**config.mk**
```make
export PLATFORM = sky130hd
export DESIGN_NAME = hline_motion_ctrl
export DESIGN_NICKNAME = d
export VERILOG_FILES = /design/src/rtl/hline_motion_ctrl.sv
export SDC_FILE = /design/constraint.sdc
export NUM_CORES = 1
export LEC_CHECK = 0
export ABC_AREA = 1
export BUFFER_PORTS_ARGS = -buffer_cell sky130_fd_sc_hd__buf_2
export CAP_MARGIN = 20
export CORE_ASPECT_RATIO = 1.75
export CORE_MARGIN = 2
export CORE_UTILIZATION = 48
export DETAILED_ROUTE_END_ITERATION = 16
export PLACE_DENSITY_LB_ADDON = 0.12
export SLEW_MARGIN = 5
export SYNTH_ARGS = -nofsm -noshare
export SYNTH_HDL_FRONTEND = slang
export SYNTH_SLANG_ARGS = --single-unit
```
**constraint.sdc**
```tcl
create_clock -name clk -period 1.9 [get_ports clk]
set_input_delay 0.38 -clock clk [delete_from_list [all_inputs] [get_ports clk]]
set_output_delay 0.38 -clock clk [all_outputs]
set_load 0.005 [all_outputs]
```
**src/rtl/hline_motion_ctrl.sv**
```systemverilog
// Command-side controller for the horizontal-line Y counter: loads a start row,
// then strobes UP/DW once every (speed+1) frames, reversing at the limit flags.
module hline_motion_ctrl #(
  parameter logic [15:0] START_Y = 16'd320,
  parameter int          BCNT_W  = 8
) (
  input  logic              clk,
  input  logic              reset,
  input  logic              frame_tick,
  input  logic              start,
  input  logic              halt,
  input  logic [3:0]        speed,
  input  logic              y_utc,
  input  logic              y_dtc,
  output logic              UP,
  output logic              DW,
  output logic              LD,
  output logic [15:0]       load_val,
  output logic              dir,
  output logic              busy,
  output logic [BCNT_W-1:0] bounce_cnt
);

  typedef enum logic [1:0] {IDLE, LOAD, RUN} state_t;

  state_t     state;
  logic [3:0] fcnt;

  localparam logic [BCNT_W-1:0] BCNT_MAX = {BCNT_W{1'b1}};

  always_ff @(posedge clk or posedge reset) begin
    if (reset) begin
      state      <= IDLE;
      fcnt       <= 4'd0;
      UP         <= 1'b0;
      DW         <= 1'b0;
      LD         <= 1'b0;
      load_val   <= 16'd0;
      dir        <= 1'b0;
      busy       <= 1'b0;
      bounce_cnt <= '0;
    end else begin
      // Strobes are single-cycle: cleared every cycle unless set below.
      UP       <= 1'b0;
      DW       <= 1'b0;
      LD       <= 1'b0;
      load_val <= 16'd0;
      if (halt) begin
        state <= IDLE;
        busy  <= 1'b0;
      end else begin
        case (state)
          IDLE: begin
            if (start) begin
              // Load-cycle outputs are registered on entry so they are visible in LOAD.
              state      <= LOAD;
              LD         <= 1'b1;
              load_val   <= START_Y;
              busy       <= 1'b1;
              dir        <= 1'b0;
              fcnt       <= 4'd0;
              bounce_cnt <= '0;
            end
          end
          LOAD: state <= RUN;
          RUN: begin
            if (frame_tick) begin
              if (fcnt >= speed) begin
                fcnt <= 4'd0;
                // Both limits at once is illegal: step is consumed without a strobe.
                if (!(y_utc && y_dtc)) begin
                  if (!dir) begin
                    if (y_utc) begin
                      dir <= 1'b1;
                      DW  <= 1'b1;
                      if (bounce_cnt != BCNT_MAX) bounce_cnt <= bounce_cnt + 1'b1;
                    end else begin
                      UP <= 1'b1;
                    end
                  end else begin
                    if (y_dtc) begin
                      dir <= 1'b0;
                      UP  <= 1'b1;
                      if (bounce_cnt != BCNT_MAX) bounce_cnt <= bounce_cnt + 1'b1;
                    end else begin
                      DW <= 1'b1;
                    end
                  end
                end
              end else begin
                fcnt <= fcnt + 4'd1;
              end
            end
          end
          default: state <= IDLE;
        endcase
      end
    end
  end

endmodule
```
==> metrics.yaml, run 1 <==
critical_path:
  crit_path_max_fanout: 8
  worstReg2RegEnd: "bounce_cnt[4]"
  max_stage_delay_ns: 0.43
  crit_slowest_cell: "dfrtp_1"
  path_class: "reg2reg"
  cp.required_ns: 2.05
  startpoint: "bounce_cnt[0]"
  cp-endpoint: "bounce_cnt[4]"
  reg2reg_from: "bounce_cnt[0]"
  arrival_ns: 1.78
  cp_common_cell: "nand2_1"
  r2r_cells: 9
  crit_chain: "ha_1 > nand3_1 > inv_1 > nand2_1 > nand2_1 > nand2_1 > nand4_2 > nand2_1 > nand2_1"
  startpoint_type: "register"
  end_kind: "register"
  r2r_slack_ns: 0.27
timing:
  setup_viol: 0
  hold_violations: 0
  period_needed_ns: 1.63
  holdWs_ns: 0.130
  skew_ns: 0.00257
  maxSlewViolCount: 0
  finalSetupTns_ns: 0
  rsz0062_at_grt: "false"
  fin_crit_sh_pct: 85.7
  max_freq_mhz: 614
drt:
  first_iter_violations: 14
  drt_first_pass_iters: 4
  vias: 1054
  vias_per_cell: 4.68
  drtAntennaViolNets: 0
  wl_per_cell_um: 11.1
  drc: 0
  totalWireLength_mm: 2.49
clock_network:
  hold_buffers: 0
  postCtsResizedCells: 0
  cts_sinks: 19
  clockBufferDepth: 2
  clock_latency_ns: 0.25
  cts_inserted_buffers: 3
  cts_max_level: 1
  cts_setup_buffers: 0
  clk_pin_slew_worst_paths_ns: 0.07
  root_buffer: "clkbuf_8"
  cts_tree: "yes"
synthesis:
  synth_top_area_share_pct: 36.5
  yosys_warnings: 0
  synth_ff_type: "dfrtp_1"
  ys_ff_latch: 19
  synthMostInstantiatedCell: "nand2_1"
  async_reset_ff_share_pct: 100
  synth_commonest_cells: "nand2_1 (52), inv_1 (23), dfrtp_1 (19), buf_4 (16), nor2_1 (13)"
  ys_seq_area_share_pct: 36.5
  synth.largest_area_cell: "dfrtp_1"
  synth_edf_count: 0
  yosysUniqueCellTypes: 27
  yosys-top-cells-area: "dfrtp_1 (37%), nand2_1 (15%), buf_4 (9.2%)"
  netlist_area_sq_mm: 0.00130
  syn-mean-instance-area_sq_um: 7.61
  netlist_instances: 171
power_and_ir_drop:
  intPower_mw: 0.617
  leakagePower_nw: 0.836
  vdd.ir_drop.worst_uv: 333
  p_clk_share_pct: 32.8
  power_switching_mw: 0.235
  swShare_pct: 27.6
  power_mw: 0.852
  seqPwrFrac_pct: 50.7
  power.density_mw_per_mm2: 591
  pwr-share-comb_pct: 16.5
grt:
  grt-ovfl-total: 0
  grtUsageTotal_pct: 17.6
  grt_pass1_vias: 1044
  grt_first_pass_wirelength_mm: 4.22
  antenna_found_initial: 0
  grt_max_degree: 20
floorplan:
  row_count: 25
  die_h_um: 72.9
  io_pins: 40
  initial_utilization_pct: 49.5
  dieArea_sq_mm: 0.00316
  die_w_um: 43.4
  core_sq_mm: 0.00263
layout:
  fin_nets: 216
  synthToLayoutAreaGrowth_pct: 10.8
  num-fill-cells: 268
  diodes: 0
  drive_gt1_share_pct: 22.2
place:
  place_congestion: 0.797
  dp_hpwl_mm: 2.04
  io_buffers: 25
status:
  status: "finished, final reports clean"
hold_path:
  hold_class: "in2async"
job:
  max_cap_violations: 0
[cell type report]
class	instances	area, sq um	share of cell area, %
Clock buffer	4	45.0	3.13
Sequential cell	19	475	33.0
Inverter	29	114	7.90
Tap cell	27	33.8	2.34
Timing Repair Buffer	26	133	9.20
Multi-Input combinational cell	120	641	44.4
[flip-flops by register name, summed over array words and instances, names as in the netlist]
name,cells
dir,1
DW,1
state,2
bounce_cnt,8
UP,1
fcnt,4
load_val,1
busy,1
[metrics by stage]
stage	std cells	setup WS (ns)	area, sq um	util (%)
final	225	0.271	1440	54.9
after floorplan	184	0.433	1350	-
after global routing	225	0.113	1440	54.9
after global placement	221	0.277	1400	53.1
after CTS	225	0.259	1440	54.9
after detailed placement	221	0.242	1400	53.1
[metal layers]
| layer | up-vias | GRT usage [%] | wire, um |
|---|---|---|---|
| li1 | 550 | - | - |
| met1 | 485 | 17.7 | 968 |
| met2 | 15 | 33.0 | 1420 |
| met3 | 4 | 2.48 | 58 |
| met4 | 0 | 9.76 | 36 |
| met5 | - | 0 | 0 |
[cell families (layout without fill, tap and decap cells)]
logic type	after synthesis	count (layout)	share of synthesized area, %
and+or+nand+nor	85	85	32.0
buffers and inverters	45	59	18.0
DFF	19	19	36.5
AOI/OAI and AO/OA	11	11	4.71
adders and majority gates	6	6	5.77
xor gates and xnor gates	4	4	2.69
other	1	14	0.288
[critical path, delay by kind of cell (launching register included)]
family        cells  cell delay, ns
buf+inv           1            0.06
simple gates      7            0.77
fa+ha+maj         1            0.25
flops             1            0.43
[power by group through the flow]
stage / registers, mW / clock network [mW] / logic, mW
5_1_grt: 0.434 / 0.305 / 0.163
6_report: 0.432 / 0.279 / 0.141
4_1_cts: 0.432 / 0.288 / 0.143
3_5_place_dp: 0.440 / 0 / 0.143
3_3_place_gp: 0.439 / 0 / 0.139
2_1_floorplan: 0.438 / 0 / 0.123
[worst min-delay path by stage]
| stage | from | to | slack (ns) | depth (start not counted) |
|---|---|---|---|---|
| floorplan | reset | DW | 0.33 | 1 |
| global placement | reset | bounce_cnt[2] | 0.41 | 3 |
| detailed placement | reset | state[1] | 0.42 | 3 |
| CTS | reset | state[1] | 0.14 | 3 |
| global route | reset | bounce_cnt[2] | 0.17 | 3 |
| finish | reset | busy | 0.13 | 3 |
[cell usage in the layout, fill, tap and decap left out]
master,instances
nor2_4,1
conb_1,14
buf_4,1
xnor2_1,2
clkbuf_1,1
nor4_1,2
xor2_1,2
nand2_1,52
a21o_1,1
nand3_1,5
nand3_4,1
o21ai_0,4
nand4_1,3
nand3_2,1
inv_2,5
ha_1,6
nor2_8,1
nand4_2,1
clkinv_4,1
nor3_1,1
nor2_1,13
dfrtp_1,19
a21oi_1,5
clkbuf_8,3
and2_1,1
nand2_2,2
nand4_4,1
buf_2,25
a21oi_2,1
inv_1,23
No activity file was read; power rests on OpenSTA's default activity.
==> inputs of run 2 (changes only) <==
Settings changed: RECOVER_POWER from default to 25.
==> run 2 against run 1 <==
Count of clock-buffer cells in the layout did not move. Highest routed layer unchanged. Clock power hardly changed. Die area did not move. Critical path depth is the same. Routed wire length is essentially flat. Critical endpoint unchanged. Critical path type unchanged. Hold slack improved by 0.19 ns. Sequential power about the same. Power is 0.11% lower. Core utilization down 0.14 points. Cell count stayed put.
==> metrics.yaml, run 2 (synthesis gave the netlist of run 1 again) <==
status:
  status: "finished, final reports clean"
place:
  dp_hpwl_mm: 2.04
  dp_cells: 221
  io_buffers: 25
  place_congestion: 0.797
  dpl_cell_area_sq_mm: 0.00140
  place_worst_setup_slack_ns: 0.242
clock_network:
  cts_max_level: 1
  clockBufferDepth: 2
  cts_inserted_buffers: 3
  cts_sinks: 19
  cts_tree: "yes"
  clk_pin_slew_worst_paths_ns: 0.07
  clock_latency_ns: 0.25
  hold_buffers: 0
  root_buffer: "clkbuf_8"
  postCtsResizedCells: 0
  cts_setup_buffers: 0
drt:
  drtAntennaViolNets: 0
  drc: 0
  first_iter_violations: 14
  wl_per_cell_um: 11.1
  drt_first_pass_iters: 4
  vias: 1054
  vias_per_cell: 4.68
  totalWireLength_mm: 2.49
timing:
  slew_headroom_pct: 31.5
  hold_violations: 0
  rsz0062_at_grt: "false"
  fin_ws_ns: 0.271
  max_freq_mhz: 614
  period_needed_ns: 1.63
  fin_crit_sh_pct: 85.7
  skew_ns: 0.00257
  tightest_slew_ns: 1.03
  maxSlewViolCount: 0
  finalSetupTns_ns: 0
  setup_viol: 0
layout:
  mostFrequentLayoutCells: "nand2_1 (52), buf_2 (25), inv_1 (23)"
  largest_register_ffs: 8
  fin_area_sq_mm: 0.00144
  reg_top3: "bounce_cnt x8, fcnt x4, state x2"
  regMostFlops: "bounce_cnt"
  synthToLayoutAreaGrowth_pct: 10.5
  layout_commonest_cell: "nand2_1"
  finalNonFillerCells: 225
  diodes: 0
  drive_gt1_share_pct: 21.7
  fin_nets: 216
  num-fill-cells: 268
critical_path:
  path_buf_inv: 1
  crit_path_max_fanout: 8
  cp_common_cell: "nand2_1"
  end_kind: "register"
  cp.required_ns: 2.05
  cp_top_family: "simple AND/OR/NAND/NOR gates"
  max_stage_delay_ns: 0.43
  crit_slowest_cell: "dfrtp_1"
  path_class: "reg2reg"
  arrival_ns: 1.78
  crit_chain: "ha_1 > nand3_1 > inv_1 > nand2_1 > nand2_1 > nand2_1 > nand4_2 > nand2_1 > nand2_1"
  startpoint_type: "register"
  r2r_slack_ns: 0.27
floorplan:
  row_count: 25
  initial_utilization_pct: 49.5
  die_w_um: 43.4
  dieArea_sq_mm: 0.00316
  die_h_um: 72.9
  core_sq_mm: 0.00263
  io_pins: 40
grt:
  grt_first_pass_wirelength_mm: 4.22
  grt-ovfl-total: 0
  grtUsageTotal_pct: 17.6
  antenna_found_initial: 0
  grt_max_degree: 20
  grt_pass1_vias: 1044
power_and_ir_drop:
  vdd.ir_drop.worst_uv: 333
  power_mw: 0.851
  leakagePower_nw: 0.832
  power.density_mw_per_mm2: 592
hold_path:
  hold_class: "in2reg"
job:
  max_cap_violations: 0
run 2: path summary, 6_finish.rpt:
path                       cells past startpoint     startpoint            end
hold / removal                                 2           halt       state[1]
max in group asynchronous                      3          reset  bounce_cnt[4]
min in group asynchronous                      3          reset           busy
setup / recovery                               9  bounce_cnt[0]  bounce_cnt[4]
hold reg to reg                                1           busy           busy
setup reg to reg                               9  bounce_cnt[0]  bounce_cnt[4]
run 2: layout make-up:
cell class / instances / area [sq um] / area share [%]
clock buffer: 4 / 45.0 / 3.13
inverter: 29 / 114 / 7.92
multi-input combinational: 120 / 641 / 44.6
sequential: 19 / 475 / 33.1
tap: 27 / 33.8 / 2.35
timing repair buffer: 26 / 129 / 8.96
run 2: power breakdown:
| part | internal (mW) | total (mW) | switching, mW | leakage [nW] |
|---|---|---|---|---|
| combinational | 0.0497 | 0.140 | 0.0902 | 0.548 |
| clock | 0.149 | 0.279 | 0.130 | 0.0228 |
| sequential | 0.418 | 0.432 | 0.0147 | 0.261 |
| total | 0.616 | 0.851 | 0.235 | 0.832 |
run 2: worst reg2reg max path, delay by kind of cell, from the launching register on:
kind / cells / cell delay, ns
buffers and inverters: 1 / 0.06
adder cells (fa/ha/maj): 1 / 0.25
flip-flops: 1 / 0.43
AND/OR/NAND/NOR: 7 / 0.77
run 2: per-layer routing:
| layer | track usage, % | vias to the layer above | wire length, um |
|---|---|---|---|
| li1 | - | 550 | - |
| met1 | 17.7 | 485 | 970 |
| met2 | 33.0 | 15 | 1420 |
| met3 | 2.48 | 4 | 58 |
| met4 | 9.76 | 0 | 36 |
| met5 | 0 | - | 0 |
run 2: metrics by stage:
step | util, % | hold WS, ns
after floorplan | - | 0.331
after global placement | 53.1 | 0.415
after detailed placement | 53.1 | 0.417
after CTS | 54.9 | 0.140
after global routing | 54.7 | 0.315
final | 54.7 | 0.319
